--- src/rtl/noc_recv_endpoint.sv ---
// Ejection endpoint: buffers network flits per VC and delivers whole packets to the client, round-robin across VCs.
// Optional destination check enabled by defining NOC_RECV_DEST_CHECK_EN.
module noc_recv_endpoint #(
    parameter int          DEPTH   = 4,
    parameter logic [1:0]  NODE_ID = 2'd0
) (
    input  logic        CLK,
    input  logic        RST,
    output logic        net_get_en,
    input  logic [20:0] net_flit,
    output logic        net_nonfull_en,
    output logic [1:0]  net_nonfull,
    output logic        out_valid,
    output logic [15:0] out_data,
    output logic        out_vc,
    output logic        out_tail,
    input  logic        out_ready,
    output logic        err_overflow,
    output logic        err_dest
);
    // state  | meaning
    // IDLE   | round-robin between VCs, selection held while an offer is pending
    // LOCKED | mid-packet, only lockVc is presented until its tail is taken

    localparam int AW = $clog2(DEPTH);
    localparam logic [AW:0] DEPTH_W = (AW+1)'(DEPTH);
    localparam logic [AW:0] TWO     = (AW+1)'(2);
    localparam logic [AW:0] ONE     = (AW+1)'(1);

    typedef enum logic {IDLE, LOCKED} arbState_t;

    arbState_t   state, stateNext;
    logic        lockVc, lockVcNext;
    logic        rrPtr, rrNext;
    logic        holdValid, holdNext;
    logic        holdVc, holdVcNext;
    logic        running;

    logic [AW:0] wrPtr [2];
    logic [AW:0] rdPtr [2];
    logic [AW:0] freeSlots [2];
    logic [16:0] mem [2][DEPTH];

    logic [1:0]  empty, full, pop;
    logic        sel, selValid, handshake;
    logic [16:0] head;
    logic        inValid, pushVc, accept, overflow;

    assign net_get_en     = running;
    assign net_nonfull_en = running;
    assign inValid        = running && net_flit[20];
    assign pushVc         = net_flit[16];
    // A full FIFO still takes a flit when its head leaves in the same cycle.
    assign overflow       = inValid && full[pushVc] && !pop[pushVc];
    assign accept         = inValid && !overflow;

    always_comb begin
        for (int v = 0; v < 2; v++) begin
            empty[v]       = (wrPtr[v] == rdPtr[v]);
            full[v]        = (wrPtr[v][AW] != rdPtr[v][AW]) &&
                             (wrPtr[v][AW-1:0] == rdPtr[v][AW-1:0]);
            freeSlots[v]   = DEPTH_W - (wrPtr[v] - rdPtr[v]);
            net_nonfull[v] = running && (freeSlots[v] >= TWO);
        end
    end

    always_comb begin
        stateNext  = state;
        lockVcNext = lockVc;
        rrNext     = rrPtr;
        holdNext   = holdValid;
        holdVcNext = holdVc;
        sel        = 1'b0;
        selValid   = 1'b0;
        pop        = 2'b00;

        if (state == LOCKED) begin
            sel      = lockVc;
            selValid = !empty[lockVc];
        end else if (holdValid) begin
            sel      = holdVc;
            selValid = 1'b1;
        end else begin
            sel      = empty[rrPtr] ? !rrPtr : rrPtr;
            selValid = |(~empty);
        end

        head      = mem[sel][rdPtr[sel][AW-1:0]];
        handshake = selValid && out_ready;
        if (handshake) begin
            pop[sel] = 1'b1;
        end

        if (handshake) begin
            holdNext = 1'b0;
            if (state == IDLE) begin
                rrNext = !sel;
                if (!head[16]) begin
                    stateNext  = LOCKED;
                    lockVcNext = sel;
                end
            end else if (head[16]) begin
                rrNext    = !lockVc;
                stateNext = IDLE;
            end
        end else if (state == IDLE && selValid) begin
            holdNext   = 1'b1;
            holdVcNext = sel;
        end

        out_valid = selValid;
        out_vc    = selValid ? sel : 1'b0;
        out_tail  = selValid ? head[16] : 1'b0;
        out_data  = selValid ? head[15:0] : 16'h0000;
    end

    always_ff @(posedge CLK or posedge RST) begin
        if (RST) begin
            state     <= IDLE;
            lockVc    <= 1'b0;
            rrPtr     <= 1'b0;
            holdValid <= 1'b0;
            holdVc    <= 1'b0;
        end else begin
            state     <= stateNext;
            lockVc    <= lockVcNext;
            rrPtr     <= rrNext;
            holdValid <= holdNext;
            holdVc    <= holdVcNext;
        end
    end

    always_ff @(posedge CLK or posedge RST) begin
        if (RST) begin
            running      <= 1'b0;
            err_overflow <= 1'b0;
            for (int v = 0; v < 2; v++) begin
                wrPtr[v] <= '0;
                rdPtr[v] <= '0;
            end
        end else begin
            running      <= 1'b1;
            err_overflow <= err_overflow | overflow;
            for (int v = 0; v < 2; v++) begin
                if (accept && (pushVc == 1'(v))) begin
                    wrPtr[v] <= wrPtr[v] + ONE;
                end
                if (pop[v]) begin
                    rdPtr[v] <= rdPtr[v] + ONE;
                end
            end
        end
    end

    // Storage carries no reset; occupancy pointers alone define what is valid.
    always_ff @(posedge CLK) begin
        if (accept) begin
            mem[pushVc][wrPtr[pushVc][AW-1:0]] <= {net_flit[19], net_flit[15:0]};
        end
    end

`ifdef NOC_RECV_DEST_CHECK_EN
    logic errDestReg;
    always_ff @(posedge CLK or posedge RST) begin
        if (RST) begin
            errDestReg <= 1'b0;
        end else if (inValid && (net_flit[18:17] != NODE_ID)) begin
            errDestReg <= 1'b1;
        end
    end
    assign err_dest = errDestReg;
`else
    logic [1:0] unusedDest;
    assign unusedDest = net_flit[18:17] ^ NODE_ID;
    assign err_dest   = 1'b0;
`endif

endmodule

--- config.mk ---
export PLATFORM = sky130hd
export DESIGN_NAME = noc_recv_endpoint
export DESIGN_NICKNAME = d
export VERILOG_FILES = /design/src/rtl/noc_recv_endpoint.sv
export SDC_FILE = /design/constraint.sdc
export NUM_CORES = 1
export LEC_CHECK = 0
export CAP_MARGIN = 25
export CORE_MARGIN = 10
export CORE_UTILIZATION = 50
export CTS_CLUSTER_DIAMETER = 120
export DETAILED_ROUTE_END_ITERATION = 10
export PLACE_DENSITY = 0.7
export SKIP_LAST_GASP = 1
export SLEW_MARGIN = 25
export SYNTH_ARGS = -nofsm -noshare
export SYNTH_HDL_FRONTEND = slang
export SYNTH_SLANG_ARGS = --single-unit
--- constraint.sdc ---
create_clock -name CLK -period 12.8 [get_ports CLK]
set_input_delay 1.28 -clock CLK [delete_from_list [all_inputs] [get_ports CLK]]
set_output_delay 1.28 -clock CLK [all_outputs]
set_load 0.05 [all_outputs]
### Yosys cells after proc, flatten, opt, wreduce, memory -nomap -nowiden

Memory sizes are Yosys's and may differ from the RTL's.
Index checks and enable logic that the tools add are counted.

* bitwise gates (word level): 10
* muxes and demuxes: 37
* equality and inequality tests: 7
* order comparisons: 12
* add/sub/neg operators: 8
* reduce and logical (&&, ||, !) cells: 25

Operators by type and width (number)
* 68-bit two-way mux: 1
* 17-bit two-way mux: 3
* 17-bit binary-select mux with 2-bit select: 1
* 17-bit demux with 2-bit select: 1
* 1-bit two-way mux: 22
* 16-bit two-way mux: 1
* 1-bit logical AND: 14
* 2-bit two-way mux: 7
* 3-bit by 1-bit adder with 3-bit output, second input constant: 4
* 1-bit by 2-bit less-than comparator with 1-bit output, second input constant: 4
* 3-bit equality test: 2
* 3-bit by 2-bit greater-or-equal comparator with 1-bit output, second input constant: 2
* 3-bit greater-or-equal comparator, second input constant: 2
* 1-bit logical NOT: 6
* 2-bit inverter with 3-bit output: 2
* 3-bit subtractor: 2
* 3-bit subtractor, first input constant: 2
* 2-bit equality test: 2
* 2-bit greater-or-equal comparator, second input constant: 2
* 1-bit inverter: 4
* 1-bit inverter with 2-bit output: 2
* 2-bit AND reduction: 2
* 3-bit by 1-bit less-than comparator with 1-bit output, second input constant: 1
* 3-bit AND reduction: 1
* 8 further kinds: 9

* output and inout port bits: 25
* bits in writable memories: 136
* memories: 1
* input bits: 24
* logic and storage cells: 111
* register bits: 19

Memory list
* mem: words 2, bits a word 68, read ports 1, clocked after Yosys merged registers in 0, wr ports 1, RTL line 42 `logic [16:0] mem [2][DEPTH];`

### Depth between registers and ports, before layout

Gate-level depths: netlist (run 1).

* word-level depth: 19
* gate-level depth with buffers: 12

### Least setup slack after synthesis (run 1)

OpenSTA, ideal clock, no wires.

* path type: flip-flop to output port
* from: register rdPtr[0] (netlist name)
* to: output port out_data[10]
* stages on the path, launching flop included: 13
* arrival time: 3950 ps
* setup slack: 7570 ps
* path through: dfrtp_1 > clkbuf_1 > buf_1 > inv_1 > ha_1 > nand2_1 > nor4b_1 > o31a_1 > clkbuf_1 > mux2i_1 > buf_2 > nand3_1 > a21oi_1

* longest elaborated chain between the ends: 15
* elaborated cells on any way between the ends: 23
* those cells by class: eq/ne (1); mux (16); bitwise (3); reduce/logical (2); memory (1)

Ends and longest elaborated chain
* from (decl): RTL line 40 `logic [AW:0] rdPtr [2];`
* from (signal, indexed assignment): RTL line 149 `rdPtr[v] <= rdPtr[v] + ONE;`
* 3-bit equality test: RTL line 59 `empty[v] = (wrPtr[v] == rdPtr[v]);`
* 1-bit two-way mux (implied by the code) (2 in a row): RTL line 84 `sel = empty[rrPtr] ? !rrPtr : rrPtr;`
* 1-bit two-way mux: RTL line 84
* 1-bit two-way mux: RTL line 80 `end else if (holdValid) begin`
* 1-bit two-way mux: RTL line 77 `if (state == LOCKED) begin`
* 1-bit inverter with 2-bit output (implied by the code): RTL line 88 `head = mem[sel][rdPtr[sel][AW-1:0]];`
* 2-bit two-way mux (implied by the code) (3 in a row): RTL line 88
* 2-bit inverter with 3-bit output (implied by the code): RTL line 88
* 17-bit binary-select mux with 2-bit select: RTL line 88
* 17-bit two-way mux (implied by the code) (2 in a row): RTL line 88
* 16-bit two-way mux *: RTL line 114 `out_data = selValid ? head[15:0] : 16'h0000;`
* to (decl): RTL line 14 `output logic [15:0] out_data,`

Mark *: on every way between the ends. The rest lies on a longest branch, timed or not. The select of a mux whose other input is x is not followed.

### Worst setup path after layout (run 1)

* from: register wrPtr[1] (netlist name)
* to: output port out_data[14]

* longest elaborated chain between the ends: 15
* elaborated cells on any way between the ends: 23
* those cells by class: eq/ne (1); mux (16); bitwise (3); reduce/logical (2); memory (1)

Ends and longest elaborated chain
* from (decl): RTL line 39 `logic [AW:0] wrPtr [2];`
* from (signal, indexed assignment): RTL line 146 `wrPtr[v] <= wrPtr[v] + ONE;`
* 3-bit equality test *: RTL line 59
* 1-bit two-way mux (implied by the code) (2 in a row): RTL line 84
* 1-bit two-way mux: RTL line 84
* 1-bit two-way mux: RTL line 80
* 1-bit two-way mux: RTL line 77
* 1-bit inverter with 2-bit output (implied by the code): RTL line 88
* 2-bit two-way mux (implied by the code) (3 in a row): RTL line 88
* 2-bit inverter with 3-bit output (implied by the code): RTL line 88
* 17-bit binary-select mux with 2-bit select: RTL line 88
* 17-bit two-way mux (implied by the code) (2 in a row): RTL line 88
* 16-bit two-way mux *: RTL line 114

Marks and branches as above.

==> results.txt, run 1 <==
- At the end of routability-driven placement, the weighted congestion stood at 0.767.
* Critical Path Most Common Cell: sky130_fd_sc_hd__buf_4
- Net count of the finished layout: between 500 and 600
- Worst-case headroom to the max-slew limit: 32.0%
- For this design the top-level I/O count stands at 49.
- Dividing the detail-routed wire length by the instance count gives around 19 um.
- The first TritonRoute pass finished after 4 iterations.
* Final Cycle Share: 48.5%
- Most used cells in the layout excluding fill and tap cells: sky130_fd_sc_hd__edfxtp_1, sky130_fd_sc_hd__nand2_1, sky130_fd_sc_hd__mux2i_1
- RSZ-0062 raised after global routing: no
- Yosys attributes the largest share of cell area to sky130_fd_sc_hd__edfxtp_1, sky130_fd_sc_hd__mux2i_1, sky130_fd_sc_hd__dfrtp_1.
- Maxcap violations: 0
- Terminus of the critical flop-to-flop path: mem[1][29]
* Portion of the post-synthesis area used by sequential elements: 68.8%
- Global-route wire length before repair: 20800 um
- TritonCTS built the clock tree.
- Setup violations remaining at the end of the flow were counted as 0.
- Final TNS setup: 0 ns
- Global routing used 15.2% of the available tracks.
- CP Data Required Time: about 12 ns
- Total of cells resized after clock tree synthesis: 0
- Clock skew: ~0.0060 ns
- Largest buffer count on any clock path: 2
- In this run the register-to-register setup slack is 8.67 ns.
* Count of port buffers added during placement: 45
* Worst path slowest cell: sky130_fd_sc_hd__clkdlybuf4s50_1
- In the global route stage, met2 resource usage came out at roughly a quarter.
- Type of the tightest min-delay check: reg -> reg
* Die area: 18300 um2
* Layout overhead on the synthesized area: 18.2%
- Syn Nets: 501
- Dividing the detail-routed via count by the number of cells gives 5.51.
* Final HPWL DP: 7740 um
- Counting every sink on the clock net gives 155.
* Launch point of the worst path: wrPtr[1]
* Final hold violation count: 0
- The register with the most flip-flops in the layout has 136 of them.
- Detailed-route DRC error count: 0
* Post-synthesis cell count: approximately 470
- The largest total area in the synthesized netlist belongs to sky130_fd_sc_hd__edfxtp_1.
- The initialized floorplan defines 41 standard-cell rows.
- Leaving out fill and tap cells, the most frequent cell in the layout is sky130_fd_sc_hd__edfxtp_1.
- Capturing element of the worst setup path: out_data[14]
- Area fraction of the dominant cell type after synthesis: 61.6%
* Final-report max-slew violation count: 0
- Min Hold Slack: 0.470 ns
* First DRT Iteration DRCs: roughly 260
- After synthesis, the netlist uses 41 different library cells.
- CP arrival: 4.93 ns
* Actual slew at the worst max-slew pin: roughly 1.0 ns
- Kind of critical path: reg -> out
- In this design, the stage delay of the slowest critical-path cell is 0.86 ns.
- CTS Root Buffer Type: sky130_fd_sc_hd__clkbuf_16
- The via count of the first global-routing pass came to 3932.
* Fraction of layout cells with a size suffix above 1: between 10% and 20%
* Share of flip-flops with an asynchronous set or reset after synthesis: 12.3%
- Crit-path cells: inv_1 -> ha_1 -> nand2_1 -> nor4b_1 -> o31a_1 -> buf_4 -> mux2i_1 -> buf_4 -> nand3_1 -> a21oi_1 -> clkdlybuf4s50_1
* Die W: between 100 and 150 um
* Largest net degree at the start of global routing: 40
* Dominant register cell in the synthesized netlist: sky130_fd_sc_hd__edfxtp_1
* Antenna Violating Nets Remaining: 0
- The clock tree synthesis step divided the H-tree into 4 levels.
- The synthesized netlist occupies a cell area of 6630 um2.
* Reg2reg start: wrPtr[4]
* GRT Max-Usage Layer: met2
- Run status: finished clean
- The region available for standard cell placement spans around 13000 um2.
- Time the worst path needs with I/O delays and setup: approximately 6.2 ns
* Total clock buffers created by CTS: 17
- Floorplan die height: 135 um
* Clock edge transition at the registers on the reported setup and hold paths: 0.06 ns
- A synthesized cell averages 14.2 um2.
* Source-to-sink clock delay at the later pin of the worst-skew pair: ~0.42 ns
- For this run the aggregate overflow at the end of global routing stands at 0.
- Number of setup buffers added after CTS: 0
- Along the worst hold path, the cell count comes to 1.
* Post-synth EDFFs: 136
- The worst setup path is captured at an output pin.
- The worst setup path is launched from a register.
- Largest fanout on the critical path: 39
- Initial standard-cell utilization of the core: 51.9%
- For this run, global-route usage on met1 was measured as 17.6%.
* Quantity of hold-fixing buffers added after cts: 0
* Yosys reg bits: around 160
- Worst R2R Path Depth: 10
* Met3 track utilization from global routing: 4.71%
* Total via count after detailed routing: slightly below 4k
- 0 antenna diodes ended up in the layout.
* Total wire length after detailed routing: approximately 14000 um
- The number of antenna violations at the first check in global routing came to 0.
* Max Fclk: approximately 160 MHz
- For this run, the number of Yosys warnings is 0.
## stage by stage
step / utilization [%] / area, um2 / setup slack [ns] / cells
floorplan: - / 6630 / 7.57 / 467
global placement: 57.1 / 7290 / 7.14 / 669
detailed placement: 57.1 / 7300 / 7.12 / 669
CTS: 61.3 / 7830 / 6.63 / 700
global route: 61.3 / 7830 / 6.32 / 700
finish: 61.3 / 7830 / 6.59 / 700
## routing by layer
metal / share of wire, % / vias to the layer above
met5: 0 / -
met3: 5.7 / 22
li1: - / 1813
met2: 50 / 109
met4: 1.7 / 0
met1: 42 / 1911
## cell type report
type / count / area (um2)
Clock inverter: 13 / 101
Fill cell: 930 / 4940
Timing Repair Buffer: 54 / 518
Tap cell: 172 / 215
Sequential cell: 155 / 4560
Multi-Input combinational cell: 277 / 1960
Clock buffer: 18 / 429
Inverter: 11 / 41.3
## worst min path at each step
| stage | to | start | slack (ns) |
|---|---|---|---|
| final | err_overflow | err_overflow | 0.47 |
| after global routing | err_overflow | err_overflow | 0.49 |
| after CTS | err_overflow | err_overflow | 0.47 |
| after detailed placement | err_overflow | err_overflow | 0.46 |
| after global placement | err_overflow | err_overflow | 0.46 |
| after floorplan | lockVc | lockVc | 0.48 |
## critical path: cells and delay by family, from the launching register on
| kind | cells | cell delay, ns |
|---|---|---|
| multiplexers | 1 | 0.69 |
| flip-flops | 1 | 0.41 |
| adder cells (fa/ha/maj) | 1 | 0.36 |
| buffers and inverters | 4 | 1.74 |
| AND/OR/NAND/NOR | 3 | 0.85 |
| AO/OA/AOI/OAI | 2 | 0.43 |
## synthesized netlist by cell type, types with 5 or more instances
library cell,n
sky130_fd_sc_hd__edfxtp_1,136
sky130_fd_sc_hd__nand2_1,73
sky130_fd_sc_hd__mux2i_1,66
sky130_fd_sc_hd__nand3_1,36
sky130_fd_sc_hd__a21oi_1,21
sky130_fd_sc_hd__dfrtp_1,19
sky130_fd_sc_hd__clkbuf_1,16
sky130_fd_sc_hd__inv_1,11
sky130_fd_sc_hd__ha_1,10
sky130_fd_sc_hd__xnor2_1,10
sky130_fd_sc_hd__nor2_1,7
sky130_fd_sc_hd__xor2_1,5
## logic make-up after synthesis
| group | Yosys count | synth area share, % |
|---|---|---|
| and+or+nand+nor | 141 | 9.76 |
| adders and majority gates | 10 | 1.89 |
| buffers and inverters | 35 | 2.13 |
| muxes | 73 | 11.5 |
| DFF | 155 | 68.8 |
| other | 2 | 0.113 |
| AOI/OAI and AO/OA | 35 | 3.55 |
| xor gates and xnor gates | 16 | 2.23 |
Power of run 1 is not shown: default switching activity piles up to over one toggle a cycle in this logic, so the estimate is an artifact.
==> run 2: changes to the inputs <==
Settings changed: PLACE_DENSITY 0.7 to 0.72.
Clock period 12.8 ns to 5.5 ns, I/O delays scaled along.
==> run 2 against run 1 <==
Compared with the run above: sequential share of layout area decreased by 1.4 points; critical path depth stayed put; clock skew rose by 0.0040 ns; design area grew 2.4%; register-to-register slack worse by 7.2 ns; critical path type unchanged; via count rose by 2.4%; non-clock buffer count up 3; first-iteration DRC count up 16%.
==> results.txt, run 2 (same netlist as run 1, synthesis figures left out) <==
- Run status: finished clean (unchanged).
- Top metal layer carrying routed signals: met4 (unchanged)
* Max Fclk: 216 MHz
- Drt wl/cell: 19.3 um (about the same)
- Clock edge transition at the registers on the reported setup and hold paths: 0.06 ns (about the same)
- The global-route wire length before repair is 21700 um (was 20800 um).
* Source-to-sink clock delay at the later pin of the worst-skew pair: 0.42 ns (about the same)
* Time the worst path needs with I/O delays and setup: approximately 4.6 ns
- Number of global-route vias before repair: 4011 (was 3932)
- The flip-flop count of the largest register, all copies and words added was 136 (unchanged).
- Most used cells in the layout excluding fill and tap cells: sky130_fd_sc_hd__edfxtp_1, sky130_fd_sc_hd__nand2_1, sky130_fd_sc_hd__mux2i_1 (unchanged)
* H-Tree Depth: 4 (unchanged)
- Worst path slowest cell: sky130_fd_sc_hd__nor4b_1 (was sky130_fd_sc_hd__clkdlybuf4s50_1)
- The relative slew slack came to 31.3% (was 32.0%).
- The routed metal-1 wirelength was 5810 um (was 5680 um).
- The number of buffers added to fix hold violations after cts is 0 (unchanged).
- CP arrival: 4.08 ns (was 4.93 ns)
- The horizontal die dimension was 135 um (unchanged).
* Most frequent standard cell in the layout excluding fill and tap cells: sky130_fd_sc_hd__edfxtp_1 (unchanged)
- The number of instances resized during post-cts repair was 0 (unchanged).
* RSZ-0062 raised after global routing: no (unchanged)
- The share of final-layout standard cells stronger than drive strength 1 was 14.1% (was 10.2%).
* Number of setup buffers added after CTS: 0 (unchanged)
- Type of the tightest min-delay check: reg -> reg (unchanged)
* First DRT Iteration DRCs: 299 (was 257)
- Final cell area excluding filler cells: 8020 um2 (was 7830 um2)
- The total core area is 12800 um2 (unchanged).
* Largest net degree at the start of global routing: 39 (was 40)
- The height of the die came to 135 um (unchanged).
- Via count normalized by instance count: 5.60 (was 5.51)
* Nature of the critical path startpoint: register (unchanged)
* Net count of the finished layout: 553 (was 550)
- Count of port buffers added during placement: 45 (unchanged)
- The kind of capture point of the worst setup path was an output pin (unchanged).
* Total clock buffers created by CTS: 17 (unchanged)
- Kind of critical path: reg -> out (unchanged)
- Total grt overflow: 0 (unchanged)
- # placed instances: 672 (was 669)
- The number of max-slew violations in the final report is 0 (unchanged).
- The post-route core utilization came to 62.8% (was 61.3%).
* Layout Cells excl Fill: 705 (was 700)
- Worst path top cell family by delay: simple AND/OR/NAND/NOR gates (was buffers and inverters)
- The largest stage delay on the critical path came to 0.68 ns (was 0.86 ns).
* Final hold violation count: 0 (unchanged)
- The number of antenna violations at the first check in global routing is 1 (was 0).
- The library cell used as clock root buffer is sky130_fd_sc_hd__clkbuf_16 (unchanged).
- Total wire length after detailed routing: 13600 um (was 13500 um)
* GRT Util Overall: 15.6% (was 15.2%)
- Detailed-route DRC error count: 0 (unchanged)
* Critical Path Most Common Cell: sky130_fd_sc_hd__buf_4 (unchanged)
- Largest buffer count on any clock path: 2 (unchanged)
- The overall die area is 18300 um2 (unchanged).
- The number of sinks driven by the clock tree is 155 (unchanged).
- Antenna Violating Nets Remaining: 0 (unchanged)
- The setup violation total in the final timing report is 0 (unchanged).
- The final estimated routing congestion in global placement was 0.807 (was 0.767).
* Total iterations of the first detailed-routing run: 5 (was 4)
* Final Cycle Share: 84.2%
- The synthesis-to-finish area growth came to 21.0% (was 18.2%).
* Maxcap violations: 0 (unchanged)
- Actual slew at the worst max-slew pin: 1.03 ns (was 1.02 ns)
- The via count came to 3949 (was 3855).
- The instance area at placement came to 7480 um2 (was 7300 um2).
- The post-route clock skew came to 0.0100 ns (was 0.00600 ns).
- Crit-path cells: inv_1 -> ha_1 -> nand2_1 -> nor4b_1 -> o31a_1 -> buf_4 -> mux2i_1 -> buf_4 -> nand3_1 -> a21oi_1 -> buf_12 (was inv_1 -> ha_1 -> nand2_1 -> nor4b_1 -> o31a_1 -> buf_4 -> mux2i_1 -> buf_4 -> nand3_1 -> a21oi_1 -> clkdlybuf4s50_1).
- Initial standard-cell utilization of the core: 51.9% (unchanged)
* Wire length on met3: 844 um (was 773 um)
- Clock tree from TritonCTS: done (unchanged)
* I/O pin count: 49 (unchanged)
- The buffer and inverter count on the worst path came to 4 (unchanged).
- Final HPWL DP: 7930 um (was 7740 um)
* CP Data Required Time: 4.95 ns (was 11.52 ns)
* Length of routed met2 wiring: 6790 um (was 6810 um)
- The maximum fanout along the worst path was 15 (was 39).
- The setup TNS came to 0 ns (unchanged).
- Number of rows in the core area: 41 (unchanged)
[run 2: cell types whose count changed in the layout (fill, tap and decap cells not counted), sizes merged]
cell,before,now
clkinvlp,1,4
diode,0,1
clkdlybuf4s50,45,29
inv,13,11
buf,9,28
[run 2: metrics by stage]
| step | hold slack [ns] | setup slack, ns |
|---|---|---|
| 3_5_place_dp | 0.455 | 1.37 |
| 5_1_grt | 0.481 | 0.595 |
| 4_1_cts | 0.469 | 0.878 |
| 2_1_floorplan | 0.479 | 0.717 |
| 6_report | 0.468 | 0.868 |
| 3_3_place_gp | 0.453 | 1.45 |
[run 2: area by class of cell]
class | instances | area, um2
diodes | 1 | 2.50
clock buffers | 18 | 429
clock inverters | 14 | 106
fillers | 963 | 4760
inverters | 11 | 41.3
multi-input cells | 277 | 1960
flip-flops and latches | 155 | 4560
well taps | 172 | 215
repair buffers | 57 | 701
[run 2: final timing paths]
check / start / end / slack (ns) / cells past startpoint
max in group asynchronous: RST / rdPtr[0] / 4.39 / 2
worst max register to register: wrPtr[4] / mem[0][16] / 1.48 / 9
worst min-delay path: err_overflow / err_overflow / 0.47 / 1
worst max-delay path: wrPtr[1] / out_data[7] / 0.87 / 11
min in group asynchronous: RST / rdPtr[2] / 0.58 / 2
worst min register to register: err_overflow / err_overflow / 0.47 / 1
[run 2: layer usage]
layer | vias to the layer above | track usage [%]
met4 | 0 | 5.20
met1 | 1984 | 18.7
met5 | - | 0
met2 | 124 | 25.5
li1 | 1825 | -
met3 | 16 | 5.75
Power of run 2 is left out for the same reason.
